## src/rtl/zircon_led_pwm_bank.sv

```systemverilog
// zircon_led_pwm_bank -- Avalon-MM LED PWM bank.
//
// This block drives CHANNELS LEDs. Each LED has its own 8-bit duty cycle.
// A shared prescaler and an 8-bit PWM counter form the time base.
// Duty writes go to a shadow register. The shadow is copied to the active
// duty only at a PWM period boundary, so an output never glitches in the
// middle of a period.
//
// Register map (word addresses):
//   0       CTRL      bit0 EN, bit1 INV
//   1       PRESCALE  [PRESC_W-1:0]
//   2       PERIODS   read-only, 16-bit count of completed periods
//   3       reserved
//   4+i     DUTY[i]   [7:0], readback returns the shadow value
//
// Ports:
//   csi_clk        system clock
//   rsi_reset_n    asynchronous active-low reset
//   avs_address    word address
//   avs_write      write strobe
//   avs_writedata  write data
//   avs_read       read strobe
//   avs_readdata   read data, fixed read latency of 1
//   led_out        registered LED drive, one bit per channel

// One PWM lane: shadow duty, active duty and the registered output.
//   wr/wdata  shadow write from the bus
//   load      copy shadow -> active (at a period boundary, or at every
//             cycle while disabled)
//   pwm_cnt   shared PWM counter
//   en/inv    global enable and output polarity
//   shadow    shadow duty, used for readback
//   led       registered output
module zircon_led_pwm_lane (
  input  logic       clk,
  input  logic       rst_n,
  input  logic       wr,
  input  logic [7:0] wdata,
  input  logic       load,
  input  logic       en,
  input  logic       inv,
  input  logic [7:0] pwm_cnt,
  output logic [7:0] shadow,
  output logic       led
);
  logic [7:0] active;

  always_ff @(posedge clk or negedge rst_n) begin
    if (!rst_n) begin
      shadow <= '0;
      active <= '0;
      led    <= 1'b0;
    end else begin
      if (wr)   shadow <= wdata;
      // The load reads the pre-write shadow. A write that lands on a
      // boundary cycle therefore waits for the next boundary.
      if (load) active <= shadow;
      led <= (en && (pwm_cnt < active)) ^ inv;
    end
  end
endmodule

module zircon_led_pwm_bank #(
  parameter int CHANNELS = 8,
  parameter int ADDR_W   = 4,
  parameter int PRESC_W  = 16
) (
  input  logic                csi_clk,
  input  logic                rsi_reset_n,
  input  logic [ADDR_W-1:0]   avs_address,
  input  logic                avs_write,
  input  logic [31:0]         avs_writedata,
  input  logic                avs_read,
  output logic [31:0]         avs_readdata,
  output logic [CHANNELS-1:0] led_out
);
  typedef struct packed {
    logic [ADDR_W-1:0] addr;
    logic              wr;
    logic              rd;
    logic [31:0]       wdata;
  } avs_req_t;

  localparam logic [ADDR_W-1:0] A_CTRL    = ADDR_W'(0);
  localparam logic [ADDR_W-1:0] A_PRESC   = ADDR_W'(1);
  localparam logic [ADDR_W-1:0] A_PERIODS = ADDR_W'(2);

  avs_req_t req;
  assign req = '{addr: avs_address, wr: avs_write, rd: avs_read, wdata: avs_writedata};

  logic                      en, inv;
  logic [PRESC_W-1:0]        presc_p, presc_q;
  logic [7:0]                pwm_cnt;
  logic [15:0]               periods;
  logic                      tick, boundary;
  logic [CHANNELS-1:0]       lane_wr;
  logic [CHANNELS-1:0][7:0]  shadow;
  logic [31:0]               rdata;

  // A tick fires only on an exact match. If P is lowered below the current
  // count, the counter runs on to all-ones and wraps to 0 without a tick.
  assign tick     = en && (presc_q == presc_p);
  assign boundary = tick && (pwm_cnt == 8'hFF);

  always_ff @(posedge csi_clk or negedge rsi_reset_n) begin
    if (!rsi_reset_n) begin
      en      <= 1'b0;
      inv     <= 1'b0;
      presc_p <= '0;
      presc_q <= '0;
      pwm_cnt <= '0;
      periods <= '0;
    end else begin
      if (req.wr && req.addr == A_CTRL) begin
        en  <= req.wdata[0];
        inv <= req.wdata[1];
      end
      if (req.wr && req.addr == A_PRESC) presc_p <= req.wdata[PRESC_W-1:0];

      if (!en) begin
        presc_q <= '0;
        pwm_cnt <= '0;
      end else begin
        presc_q <= tick ? '0 : presc_q + 1'b1;
        if (tick) pwm_cnt <= pwm_cnt + 8'd1;
      end
      if (boundary) periods <= periods + 16'd1;
    end
  end

  // The lanes keep the active duty in step with the shadow while the bank
  // is disabled. The first period after enable then uses the current duties.
  for (genvar g = 0; g < CHANNELS; g++) begin : g_lane
    localparam logic [ADDR_W-1:0] LADDR = ADDR_W'(4 + g);
    assign lane_wr[g] = req.wr && (req.addr == LADDR);

    zircon_led_pwm_lane u_lane (
      .clk     (csi_clk),
      .rst_n   (rsi_reset_n),
      .wr      (lane_wr[g]),
      .wdata   (req.wdata[7:0]),
      .load    (boundary || !en),
      .en      (en),
      .inv     (inv),
      .pwm_cnt (pwm_cnt),
      .shadow  (shadow[g]),
      .led     (led_out[g])
    );
  end

  // Readback uses the register values from before this edge. A read and a
  // write to the same address in one cycle therefore return the old value.
  always_comb begin
    rdata = '0;
    if (req.addr == A_CTRL)         rdata = {30'b0, inv, en};
    else if (req.addr == A_PRESC)   rdata = 32'(presc_p);
    else if (req.addr == A_PERIODS) rdata = {16'b0, periods};
    else begin
      for (int i = 0; i < CHANNELS; i++)
        if (req.addr == ADDR_W'(4 + i)) rdata = {24'b0, shadow[i]};
    end
  end

  always_ff @(posedge csi_clk or negedge rsi_reset_n) begin
    if (!rsi_reset_n)  avs_readdata <= '0;
    else if (req.rd)   avs_readdata <= rdata;
  end
endmodule

```

## config.mk

```make
export PLATFORM = sky130hd
export DESIGN_NAME = zircon_led_pwm_bank
export DESIGN_NICKNAME = d
export VERILOG_FILES = /design/src/rtl/zircon_led_pwm_bank.sv
export SDC_FILE = /design/constraint.sdc
export NUM_CORES = 1
export LEC_CHECK = 0
export ABC_AREA = 1
export BUFFER_PORTS_ARGS = -buffer_cell sky130_fd_sc_hd__buf_2
export CORE_UTILIZATION = 61
export DETAILED_ROUTE_END_ITERATION = 10
export PLACE_DENSITY = 0.88
export SLEW_MARGIN = 20
export SYNTH_ARGS = -nofsm -noshare
export SYNTH_HDL_FRONTEND = slang
export SYNTH_SLANG_ARGS = --single-unit
```

## constraint.sdc

```tcl
create_clock -name csi_clk -period 2.2 [get_ports csi_clk]
set_input_delay 0.44 -clock csi_clk [delete_from_list [all_inputs] [get_ports csi_clk]]
set_output_delay 0.44 -clock csi_clk [all_outputs]
set_load 0.03 [all_outputs]
```

==> results of run 1 <==
flip-flops by register name (all words and copies together), names as in the netlist:
name / flops
presc_p: 16
pwm_cnt: 8
periods: 16
inv: 1
g_lane.u_lane.led: 8
presc_q: 16
g_lane.u_lane.active: 64
g_lane.u_lane.shadow: 64
avs_readdata: 16
en: 1
worst max-delay path, stage by stage, from the launching register on:
cell     delay (ns)
dfrtp_1        0.67
nand3_1        0.23
nor2_1         0.17
nand4_1        0.17
o21ai_4        0.27
buf_12         0.28
nand2_1        0.10
o21ai_0        0.13
routing by layer:
layer	part of all wire	GRT usage	vias up	wire, um
li1	-	-	4344	-
met1	0.41	0.418	4321	10900
met2	0.45	0.476	443	12200
met3	0.099	0.0677	86	2650
met4	0.041	0.147	0	1110
met5	0	0	-	0
worst max-delay path by stage:
stage	cells after the start	startpoint	endpoint
global route	9	presc_p[9]	periods[15]
floorplan	8	pwm_cnt[1]	g_lane[6].u_lane.active[1]
CTS	7	pwm_cnt[3]	g_lane[2].u_lane.active[6]
detailed placement	9	avs_address[3]	avs_readdata[1]
finish	7	pwm_cnt[3]	g_lane[2].u_lane.active[6]
global placement	9	avs_address[3]	avs_readdata[1]
area by class of cell:
class / instances / area [um^2] / area share
sequential: 210 / 5260 / 0.436
multi-input combinational: 910 / 4660 / 0.387
clock buffer: 32 / 639 / 0.0531
inverter: 160 / 601 / 0.0498
timing repair buffer: 81 / 564 / 0.0468
tap: 225 / 282 / 0.0234
clock inverter: 7 / 50.0 / 0.00415
cell usage after synthesis:
cell type  count  area share
nor2_1        66       0.023
nand4_1       26       0.015
nand2_1      386        0.13
o31ai_1        2      0.0014
xnor2_1        6      0.0049
dfrtp_1      210        0.49
nor3_1        11      0.0051
inv_1        158       0.055
nand2_2        2      0.0012
inv_2          2     0.00069
clkbuf_1      21      0.0073
o21ai_0      162       0.075
nor2_4         1      0.0010
conb_1         1     0.00035
a21oi_1       51       0.024
nor3_2         1     0.00092
buf_1          3      0.0010
buf_2          8      0.0037
xor2_1        31       0.025
buf_4         32       0.022
or2_2          7      0.0040
nor2_2         2      0.0012
nor3b_1        1     0.00069
o21ai_2        1     0.00081
nor4_1         3      0.0017
o21a_1         8      0.0055
o22ai_1        6      0.0035
nand3_1       61       0.028
o21bai_1       1     0.00069
ha_1          59       0.068
kinds of logic after synthesis:
kind of cell,synth area share
AND/OR/NAND/NOR,0.216
AO/OA/AOI/OAI,0.110
buffers and inverters,0.0897
flip-flops,0.486
adder cells (fa/ha/maj),0.0682
XOR/XNOR,0.0299
other,0.000346
report_power, final:
group / leakage [nW] / total (mW) / switching [mW] / internal, mW
sequential: 2.71 / 5.11 / 0.436 / 4.67
combinational: 3.07 / 2.55 / 1.71 / 0.843
clock: 0.345 / 3.58 / 1.55 / 2.03
==> impl_metrics.ini, run 1 <==
[routing]
drtPass1Iterations = 8
vias = 9194
route.detailed.drc = 0
drt-initial-drc-count = 944
ant_nets = 0
wirelength_um = 26900
routedWlPerCell_um = 16.5
drt-vias-per-instance = 5.66

[cts]
cts.repair.resized = 0
insertion_delay_ns = 0.53
clock-root-buffer = clkbuf_16
holdBufCountCts = 1
htreeDepth = 1
cts.sinks = 210
post_cts_buffers = 0
clk_path_buf_depth = 3
numCtsBuffers = 23
clk_pin_slew_ns = 0.06
cts_tree = yes

[floorplan]
die_x_um = 135
core_area_um2 = 17300
num_rows = 48
initial_core_util = 0.626
die_y_um = 135
io_pins = 80
dieArea_um2 = 18300

[sta]
setup-violations-final = 0
worst_slack_ns = 0.0610
slew_headroom = 0.604
rsz0062_at_grt = no
fin_crit_sh = 0.972
period_needed_ns = 2.14
finalSetupTns_ns = 0
hold_ws_ns = 0.134
fmax_ghz = 0.468
worstMarginPinSlew_ns = 0.592
fin_worst_skew_ns = 0.0265
hold_violations = 0
slew_violations = 0

[worst_setup_path]
reg2reg_from = pwm_cnt[3]
worstPathArrival_ns = 2.57
critPathKind = flop to flop
cp.required_ns = 2.63
rr_endpoint = g_lane[2].u_lane.active[6]
critPathMaxFanout = 64
r2r_setup_slack_ns = 0.06
start_kind = flop
cp-end-kind = flop
reg2regPathDepth = 7

[place]
dp.cells = 1585
port_buffers = 47
pre_cts_ws_ns = 0.131
dp_hpwl_um = 18300
placed_area_um2 = 11400
gp_congestion = 0.866

[flow_run]
drv_cap = 0

[finish]
synthToLayoutAreaGrowth_pct = 11.4
fin_util = 0.697
n_fill_cell = 1229
final_common_cell = nand2_1
fin_nets = 1485
most-common-layout-cells = nand2_1, dfrtp_1, o21ai_0
drive_gt1_frac = 0.0921
final_cell_area_um2 = 12100
layoutNonFillerInstCount = 1625
n_antenna_cell = 0

[logic_synthesis]
synth.yosys.warnings = 0
ys_seq_elements = 210
synth_area_per_cell_um2 = 8.14
synthCells = 1329
yosysSeqAreaShare = 0.486
synth_cell_type_count = 30
netlist_area_um2 = 10800

[min_path]
min_from = avs_writedata[1]
holdPathStages = 3
worstHoldEndpoint = inv
min_path_type = primary input to flop

[power_and_ir_drop]
total_power_mw = 11.2
powerDensity_nw_per_um2 = 933
total_leakage_power_nw = 6.13
peakVddDrop_mv = 0.820

[grt]
grt_pass1_wl_um = 43800
grt_pass1_vias = 8802
gr-total-overflow = 0
antenna_found_initial = 0
grt_usage = 0.309
grt_max_degree = 65

[outcome]
outcome = finished clean
No activity file was read; power rests on OpenSTA's default activity.
==> inputs of run 2 (changes only) <==
- CAP_MARGIN: default -> 0
- PLACE_DENSITY: 0.88 -> 0.83
==> run 2 against run 1 <==
Sequential share of layout area decreased by 0.32 points. Utilization grew 0.52 points. Clock power barely moved. Combinational power is 3% higher. Clock-buffer cell count shrank 2. Routed wire length up 0.99%. Total power rose by 1.0%. Worst hold slack gained 0.049 ns. Highest routed layer unchanged. Global-route usage decreased by 0.17 points. Clock skew shrank 0.011 ns.
==> impl_metrics.ini, run 2 (synthesized netlist as in run 1, its figures left out) <==
[outcome]
outcome = finished clean

[place]
placed_area_um2 = 11400
gp_congestion = 0.889
port_buffers = 47
dp_hpwl_um = 18600
pre_cts_ws_ns = 0.173

[sta]
hold_violations = 0
period_needed_ns = 2.05
fin_crit_sh = 0.934
setup-violations-final = 0
slew_headroom = 0.621
slew_violations = 0
worst_slack_ns = 0.146
rsz0062_at_grt = no
worstMarginPinSlew_ns = 0.568
fmax_ghz = 0.487
fin_worst_skew_ns = 0.0159
finalSetupTns_ns = 0

[power_and_ir_drop]
sw_frac_of_total = 0.333
netSwitchingPower_mw = 3.78
total_leakage_power_nw = 6.18
pwr-share-comb = 0.231
p_seq_frac = 0.450
p_clk_frac = 0.318
p_int_mw = 7.58
total_power_mw = 11.4
peakVddDrop_mv = 0.769
powerDensity_nw_per_um2 = 935

[cts]
clock-root-buffer = clkbuf_16
numCtsBuffers = 23
cts_tree = yes
clk_path_buf_depth = 3
insertion_delay_ns = 0.52
htreeDepth = 1
cts.sinks = 210
clk_pin_slew_ns = 0.06
post_cts_buffers = 0

[worst_setup_path]
r2r_setup_slack_ns = 0.15
cp-end-kind = flop
cp.required_ns = 2.59
crit_start = presc_p[0]
reg2reg_from = presc_p[0]
reg2regPathDepth = 8
critPathMaxFanout = 38
rr_endpoint = g_lane[1].u_lane.active[6]
critical_path.slowest_cell = dfrtp_1
critPathKind = flop to flop
start_kind = flop
worstPathArrival_ns = 2.44
endpoint = g_lane[1].u_lane.active[6]
slowest_delay_ns = 0.42
worstPathCellList = xor2_1 -> nor2_1 -> nand2_1 -> nor3_2 -> nand2_4 -> o21ai_4 -> clkbuf_16 -> o21ai_0

[routing]
drtPass1Iterations = 5
drt-vias-per-instance = 5.64
vias = 9192
routedWlPerCell_um = 16.7
drt-initial-drc-count = 812
route.detailed.drc = 0
ant_nets = 0
wirelength_um = 27100

[floorplan]
initial_core_util = 0.626
num_rows = 48
dieArea_um2 = 18300
die_y_um = 135
core_area_um2 = 17300
die_x_um = 135
io_pins = 80

[grt]
grt_max_degree = 77
grt_usage = 0.307
antenna_found_initial = 0
grt_pass1_wl_um = 43600
grt_pass1_vias = 8662
gr-total-overflow = 0

[finish]
final_cell_area_um2 = 12100
fin_util = 0.702
multiInputGateArea_um2 = 4670
synthToLayoutAreaGrowth_pct = 12.2
most-common-layout-cells = nand2_1, dfrtp_1, o21ai_0
final_common_cell = nand2_1
top_regs = g_lane.u_lane.active (64), g_lane.u_lane.shadow (64)
n_fill_cell = 1257
n_antenna_cell = 0
fin_nets = 1488
final-seq-area_um2 = 5260
drive_gt1_frac = 0.0962

[min_path]
min_path_type = primary input to flop

[flow_run]
drv_cap = 0
run 2: cell count changes in the layout (fill, tap and decap cells not counted), sizes merged:
cell,change
clkinvlp,+3
clkbuf,-1
buf,+2
run 2: critical path: cells and delay by family, from the launching register on:
family                 cells  cell delay (ns)
AND/OR/NAND/NOR            4             0.60
buffers and inverters      1             0.30
AO/OA/AOI/OAI              2             0.43
XOR/XNOR                   1             0.18
flip-flops                 1             0.42
run 2: cell type report:
cell class	count	area share
clock buffer	30	0.0520
clock inverter	10	0.00598
inverter	160	0.0495
multi-input combinational	910	0.385
sequential	210	0.433
tap	225	0.0232
timing repair buffer	84	0.0518
run 2: routing by layer:
metal,track usage,part of all wire,up-vias
met5,0,0,-
met2,0.488,0.46,468
met3,0.0486,0.096,48
met1,0.439,0.42,4329
met4,0.0886,0.026,0
li1,-,-,4347
run 2: worst min-delay path by stage:
stage / start / slack [ns] / endpoint / cells past startpoint
after floorplan: rsi_reset_n / 0.14 / avs_readdata[0] / 0
after detailed placement: rsi_reset_n / 0.46 / g_lane[3].u_lane.led / 1
final: avs_writedata[14] / 0.18 / presc_p[14] / 3
after CTS: avs_writedata[14] / 0.18 / presc_p[14] / 3
after global placement: rsi_reset_n / 0.46 / g_lane[3].u_lane.led / 1
after global routing: avs_writedata[14] / 0.19 / presc_p[14] / 3
run 2: repair_timing:
item | 4_1_cts | 5_1_grt
setup endpoints to repair | 0 | 5
resized for setup | 0 | 2
endpoints found under the hold margin | 52 | 0
hold buffers | 1 | 0
run 2: power by group through the flow:
stage	logic (mW)	registers (mW)	clock network [mW]
after global routing	2.95	5.20	3.79
final	2.63	5.11	3.61
after detailed placement	2.51	5.16	0
after global placement	2.38	5.13	0
after CTS	2.58	5.10	3.63
after floorplan	1.87	5.09	0
run 2: stage by stage:
step | instances | hold slack, ns
floorplan | 1344 | 0.144
global placement | 1587 | 0.457
detailed placement | 1587 | 0.461
CTS | 1628 | 0.177
global route | 1629 | 0.194
finish | 1629 | 0.182
